File: src/rtl/note_seq_datapath.sv
// ----------------------------------------------------------------------------
// note_seq_datapath
//
// Records {octave, note} codes into a DEPTH-slot sequence and plays them back
// one slot per next_note pulse. Every recorded slot and every played slot
// produces one VGA cell-draw request, carried to the drawing block through a
// single-entry ready/valid holding register.
//
// Parameters:
//   DEPTH   number of sequence slots (power of two, 2..64)
//   ADDR_W  log2(DEPTH)
//   COLS    grid columns (power of two, divides DEPTH)
//   CELL_W  cell width in pixels
//   CELL_H  cell height in pixels
//   GAP     pixel gap around cells
//
// Ports:
//   clk, reset           clock; synchronous active-low reset
//   note_data[3:0]       note code to record
//   octave_data[1:0]     octave code to record
//   rec_strobe           append {octave_data, note_data}
//   play_start           start (or restart) playback at slot 0
//   next_note            advance playback by one slot
//   clear                empty the sequence and stop playback
//   note_out[5:0]        current playback code, 0 when not playing
//   note_valid           note_out is meaningful
//   play_active          FSM is in PLAY
//   play_done            one-cycle pulse when playback ends
//   count[ADDR_W:0]      number of recorded notes
//   full                 count == DEPTH
//   overflow             one-cycle pulse when a record is dropped (full)
//   busy                 draw request pending and not accepted this cycle
//   draw_valid           draw request pending
//   draw_ready           drawing block accepts the request
//   draw_x[7:0]          top-left x of the cell
//   draw_y[6:0]          top-left y of the cell
//   draw_colour[2:0]     3'b100 recorded cell, 3'b110 playback highlight
//
// Configuration macro:
//   NOTE_SEQ_LOOP_EN     when defined, playback wraps from the last slot back
//                        to slot 0 instead of ending.
// ----------------------------------------------------------------------------
module note_seq_datapath #(
    parameter int DEPTH  = 16,
    parameter int ADDR_W = 4,
    parameter int COLS   = 4,
    parameter int CELL_W = 36,
    parameter int CELL_H = 12,
    parameter int GAP    = 4
) (
    input  logic              clk,
    input  logic              reset,
    input  logic [3:0]        note_data,
    input  logic [1:0]        octave_data,
    input  logic              rec_strobe,
    input  logic              play_start,
    input  logic              next_note,
    input  logic              clear,
    output logic [5:0]        note_out,
    output logic              note_valid,
    output logic              play_active,
    output logic              play_done,
    output logic [ADDR_W:0]   count,
    output logic              full,
    output logic              overflow,
    output logic              busy,
    output logic              draw_valid,
    input  logic              draw_ready,
    output logic [7:0]        draw_x,
    output logic [6:0]        draw_y,
    output logic [2:0]        draw_colour
);

`ifdef NOTE_SEQ_LOOP_EN
    localparam bit LOOP_EN = 1'b1;
`else
    localparam bit LOOP_EN = 1'b0;
`endif

    localparam int              COL_PITCH      = CELL_W + GAP;
    localparam int              ROW_PITCH      = CELL_H + GAP;
    localparam logic [ADDR_W:0] DEPTH_CNT      = (ADDR_W+1)'(DEPTH);
    localparam logic [ADDR_W:0] CNT_ONE        = (ADDR_W+1)'(1);
    localparam logic [2:0]      COLOUR_REC     = 3'b100;
    localparam logic [2:0]      COLOUR_HILITE  = 3'b110;

    typedef enum logic [0:0] {
        IDLE = 1'b0,
        PLAY = 1'b1
    } state_t;

    state_t              state;
    logic [ADDR_W-1:0]   ptr;
    logic [5:0]          mem [DEPTH];

    logic                do_rec;
    logic                do_ovf;
    logic                do_step;
    logic                do_wrap;
    logic                do_finish;
    logic                ptr_last;
    logic                leave_play;
    logic                load_en;
    logic [ADDR_W-1:0]   load_slot;
    logic [2:0]          load_colour;

    // Grid placement of a slot: column is the low part of the slot index,
    // row the high part; results are truncated to the VGA coordinate widths.
    function automatic logic [7:0] cell_x(input logic [ADDR_W-1:0] slot);
        int col;
        col = int'(slot) % COLS;
        return 8'(GAP + col * COL_PITCH);
    endfunction

    function automatic logic [6:0] cell_y(input logic [ADDR_W-1:0] slot);
        int row;
        row = int'(slot) / COLS;
        return 7'(GAP + row * ROW_PITCH);
    endfunction

    assign full        = (count == DEPTH_CNT);
    assign busy        = draw_valid && !draw_ready;
    assign play_active = (state == PLAY);

    // Command decode. The if/else chain encodes the pulse priority
    // clear > play_start > rec_strobe > next_note. A record while the
    // holding register is busy is dropped silently (no overflow), and only
    // reports overflow when the draw path is free and the sequence is full.
    // The last-slot test is written as ptr+1 >= count so it cannot underflow.
    always_comb begin
        do_rec      = 1'b0;
        do_ovf      = 1'b0;
        do_step     = 1'b0;
        do_wrap     = 1'b0;
        do_finish   = 1'b0;
        load_en     = 1'b0;
        load_slot   = '0;
        load_colour = COLOUR_REC;
        ptr_last    = (({1'b0, ptr} + CNT_ONE) >= count);

        if (clear) begin
            load_en = 1'b0;
        end else if (play_start) begin
            // A restart while the VGA side is stalled keeps the pending
            // request intact; only the slot-0 highlight is skipped.
            if ((count != '0) && !busy) begin
                load_en     = 1'b1;
                load_slot   = '0;
                load_colour = COLOUR_HILITE;
            end
        end else if (rec_strobe && (state == IDLE)) begin
            if (!busy) begin
                if (full) begin
                    do_ovf = 1'b1;
                end else begin
                    do_rec      = 1'b1;
                    load_en     = 1'b1;
                    load_slot   = count[ADDR_W-1:0];
                    load_colour = COLOUR_REC;
                end
            end
        end else if (next_note && (state == PLAY) && !busy) begin
            if (!ptr_last) begin
                do_step     = 1'b1;
                load_en     = 1'b1;
                load_slot   = ptr + ADDR_W'(1);
                load_colour = COLOUR_HILITE;
            end else if (LOOP_EN) begin
                do_wrap     = 1'b1;
                load_en     = 1'b1;
                load_slot   = '0;
                load_colour = COLOUR_HILITE;
            end else begin
                do_finish = 1'b1;
            end
        end

        leave_play = clear || do_finish;
    end

    // Sequence FSM, note counter, play pointer and the two status pulses.
    always_ff @(posedge clk) begin
        if (!reset) begin
            state     <= IDLE;
            count     <= '0;
            ptr       <= '0;
            overflow  <= 1'b0;
            play_done <= 1'b0;
        end else begin
            overflow  <= do_ovf;
            play_done <= 1'b0;
            if (clear) begin
                state     <= IDLE;
                count     <= '0;
                ptr       <= '0;
                play_done <= (state == PLAY);
            end else if (play_start) begin
                if (count == '0) begin
                    play_done <= 1'b1;
                end else begin
                    state <= PLAY;
                    ptr   <= '0;
                end
            end else if (do_rec) begin
                count <= count + CNT_ONE;
            end else if (do_step) begin
                ptr <= ptr + ADDR_W'(1);
            end else if (do_wrap) begin
                ptr <= '0;
            end else if (do_finish) begin
                state     <= IDLE;
                ptr       <= '0;
                play_done <= 1'b1;
            end
        end
    end

    // Registered read of the playback slot. The pointer moves on one edge
    // and its code appears on the next; leaving PLAY zeroes the output on
    // the same edge so note_out never shows a stale code in IDLE.
    always_ff @(posedge clk) begin
        if (!reset) begin
            note_out   <= '0;
            note_valid <= 1'b0;
        end else if ((state == PLAY) && !leave_play) begin
            note_out   <= mem[ptr];
            note_valid <= 1'b1;
        end else begin
            note_out   <= '0;
            note_valid <= 1'b0;
        end
    end

    // Single-entry draw holding register. Loads are only decoded while the
    // register is free (empty or being accepted this cycle), so a new
    // request can replace one that is accepted on the same edge.
    always_ff @(posedge clk) begin
        if (!reset) begin
            draw_valid  <= 1'b0;
            draw_x      <= '0;
            draw_y      <= '0;
            draw_colour <= '0;
        end else if (clear) begin
            draw_valid <= 1'b0;
        end else if (load_en) begin
            draw_valid  <= 1'b1;
            draw_x      <= cell_x(load_slot);
            draw_y      <= cell_y(load_slot);
            draw_colour <= load_colour;
        end else if (draw_valid && draw_ready) begin
            draw_valid <= 1'b0;
        end
    end

    // Sequence storage; contents survive reset and clear on purpose, only
    // the count decides which slots are live.
    always_ff @(posedge clk) begin
        if (do_rec) begin
            mem[count[ADDR_W-1:0]] <= {octave_data, note_data};
        end
    end

endmodule

File: config.mk
export PLATFORM = sky130hd
export DESIGN_NAME = note_seq_datapath
export DESIGN_NICKNAME = d
export VERILOG_FILES = /design/src/rtl/note_seq_datapath.sv
export SDC_FILE = /design/constraint.sdc
export NUM_CORES = 1
export LEC_CHECK = 0
export CORE_MARGIN = 10
export CORE_UTILIZATION = 30
export DETAILED_ROUTE_END_ITERATION = 8
export MAX_ROUTING_LAYER = met4
export PLACE_DENSITY = 0.58
export SYNTH_ARGS = -nofsm -noshare
export SYNTH_HDL_FRONTEND = slang
export SYNTH_SLANG_ARGS = --single-unit
File: constraint.sdc
create_clock -name clk -period 2.3 [get_ports clk]
set_input_delay 0.46 -clock clk [delete_from_list [all_inputs] [get_ports clk]]
set_output_delay 0.46 -clock clk [all_outputs]
set_load 0.05 [all_outputs]
==> summary.txt <==
Placement
  – Dpl ws: -329 ps
  – HPWL Detailed: 7700 um
  – DP Cell Count: 590
  – Number of port buffers: 40
  – Routability cong.: 0.785

Power and ir drop
  – Reg power frac: 46.7%
  – Clock network power share: 49.2%
  – Cell-internal power: 4.09 mW
  – Pwr dens: 774 nW/um2
  – Combinational cell fraction of total power: 4.1%
  – Switching Fraction: 20.2%
  – Switch Pwr: 1.04 mW
  – LEAKAGE: 2.24 nW
  – VDD IR max: 536 uV

Detailed routing
  – Via/cell ratio: 4.61
  – Drt first pass iters: 4
  – Drt initial violations: 237
  – Antenna-violating nets left: 0
  – Wire length per cell: 18.4 um
  – Total wire length after detailed routing: 11500 um
  – DR DRC count: 0
  – Vias: 2882

Clocking
  – Clock buffer depth: 2
  – Sink Count: 122
  – Clock Pin Slew Worst Setup and Hold Paths: 50 ps
  – H-tree levels: 4
  – TritonCTS clock tree: built
  – Root cell of the clock tree: clkbuf_16
  – Hold-fix buffers, CTS: 0
  – CTS Buf Count: 17
  – Worst-Skew Late Latency: 420 ps

Synth
  – Cell count after synthesis: 314
  – Ys async rst share: 0%
  – Synth Register Bits: 122
  – Synth top area cells: edfxtp_1 (57%), mux4_2 (11%), dfxtp_1 (10%), ha_1 (2.5%), a211oi_1 (1.9%)
  – Synth cell types: 38
  – Top_reg_cell synth: edfxtp_1
  – Biggest area consumer among synthesized cells: edfxtp_1
  – EDFF count, synth: 96
  – Cell Area, Synth: 5040 um2
  – Seq/Total Area, Yosys: 67.5%
  – Avg Synthesized Cell Area: 16.1 um2
  – Syn. warnings: 0
  – Top-area cell type share of the netlist area: 57.2%

Timing
  – Worst hold slack: 516 ps
  – Hold Vio Cnt, Final: 0
  – Fmax: 0.440 GHz
  – Worst-Margin Slew: 646 ps
  – Clk_skew: 17.1 ps
  – Total negative slack: 0 ps
  – Fin crit period: 2270 ps
  – Final setup vio count: 0
  – Setup WS post-layout: 26.1 ps
  – Fin. max-slew vios: 0
  – Period utilization: 98.9%
  – RSZ-0062 raised after global routing: true
  – Relative slew slack: 56.8%

Layout
  – ANT cells: 0
  – Most common cell after layout, fill and taps aside: edfxtp_1
  – Post-route insts no fill: 625
  – # fillers: 1496
  – Commonest non-fill, non-tap cells in the layout: edfxtp_1 (96), clkdlybuf4s50_1 (38), buf_4 (35)
  – Nets: 415
  – Share of cells above drive strength 1: 32.6%
  – Area Overhead vs Synth: 31.5%

Worst setup path
  – Crit-path max FO: 6
  – Critical path required time: 2630 ps
  – Critical Path End: note_out[1]
  – Crit path DAT: 2610 ps
  – Crit Path Class: flop to flop
  – Reg2reg path depth: 10
  – CP Launch Point: ptr[1]
  – Crit path capture type: flop
  – Reg2reg start: ptr[1]
  – R2R setup slack: 30 ps
  – Reg-to-reg endpoint: note_out[1]
  – Worst setup SP type: flop

GRT
  – GRT Total Usage: 11.1%
  – Total congestion overflow: 0
  – Vias in the first global route: 3016
  – Largest net degree at the start of global routing: 28
  – Initial antenna violation count: 0
  – First-pass GRT wire length: 18000 um

Floorplanning
  – Die Wd: 150 um
  – Die height: 150 um
  – CORE AREA: 16500 um2
  – Top Ports: 49
  – Num rows: 47
  – Starting Density: 30.5%
  – Die Area: 22400 um2

Worst hold path
  – Worst hold path type: flop to flop

Job
  – Max-Cap Viols: 0

Outcome
  – Result of the run: completed
how the worst min path moves through the flow:
| stage | startpoint | to | cells past startpoint |
|---|---|---|---|
| floorplan | note_data[0] | mem[0][0] | 0 |
| global placement | ptr[2] | ptr[2] | 2 |
| detailed placement | count[1] | count[1] | 2 |
| CTS | count[1] | count[1] | 2 |
| global route | count[1] | count[1] | 2 |
| finish | count[1] | count[1] | 2 |
state kept, by name, indices dropped and copies added (netlist names):
signal,count
draw_colour,1
ptr,4
note_out,6
overflow,1
draw_valid,1
play_active,1
draw_y,2
count,5
draw_x,3
mem,96
note_valid,1
play_done,1
per-stage QoR:
step / total power, mW / utilization, % / instance area [um2]
finish: 5.13 / 40.1 / 6630
global route: 5.30 / 40.1 / 6630
CTS: 5.17 / 39.6 / 6550
detailed placement: 2.65 / 35.8 / 5910
global placement: 2.65 / 35.8 / 5910
floorplan: 2.57 / - / 5120
metal layers:
metal / wire length [um] / GRT usage (%) / up-vias
li1: - / - / 1352
met1: 5340 / 14.3 / 1434
met2: 5370 / 16.1 / 81
met3: 652 / 3.32 / 15
met4: 157 / 4.12 / 0
met5: 0 / - / -
logic make-up (layout without fill, tap and decap cells):
logic type	after synthesis	in the layout	share of synthesized area, %
compound gates	36	36	5.21
xor+xnor	5	5	0.869
fa+ha+maj	10	10	2.48
buf+inv	37	121	3.77
flops	122	122	67.5
mux	31	31	12.1
other cells	1	8	0.0744
simple gates	72	72	7.94
Yosys cell counts (7+ instances only):
| cell type | count |
|---|---|
| ha_1 | 10 |
| clkbuf_1 | 7 |
| nor2_1 | 13 |
| and2_1 | 15 |
| nor2b_1 | 9 |
| buf_4 | 12 |
| dfxtp_1 | 26 |
| edfxtp_1 | 96 |
| mux2i_1 | 7 |
| inv_1 | 11 |
| a21oi_1 | 9 |
| nand2_1 | 11 |
| a211oi_1 | 13 |
| mux4_2 | 24 |
layout make-up:
cell class	count	area (um2)	share of cell area, %
well taps	220	275	4.15
repair buffers	78	719	10.9
clock inverters	10	98.8	1.49
multi-input cells	162	1610	24.3
inverters	11	41.3	0.623
flip-flops and latches	122	3420	51.6
clock buffers	22	464	7.00
what timing repair did:
item,4_1_cts,5_1_grt
endpoints found under the setup margin,16,35
pin swaps,2,5
resized for setup,13,19
setup buffers,3,1
power groups by stage:
stage	Sequential, mW	Clock [mW]	Combinational [mW]
after floorplan	2.47	0	0.101
after global placement	2.44	0	0.210
after detailed placement	2.44	0	0.211
after CTS	2.39	2.57	0.212
after global routing	2.39	2.68	0.226
final	2.40	2.52	0.211
worst max-delay path, stage by stage (launching register included):
cell and delay, ps:
dfxtp_2 340, ha_4 160, nor2b_4 120, or2_4 260, ha_4 220, a21oi_2 120, o21ai_2 100, o21ai_2 150
nand4_1 290, buf_6 250, a211oi_2 170
Power figures use the tool's default switching activity.
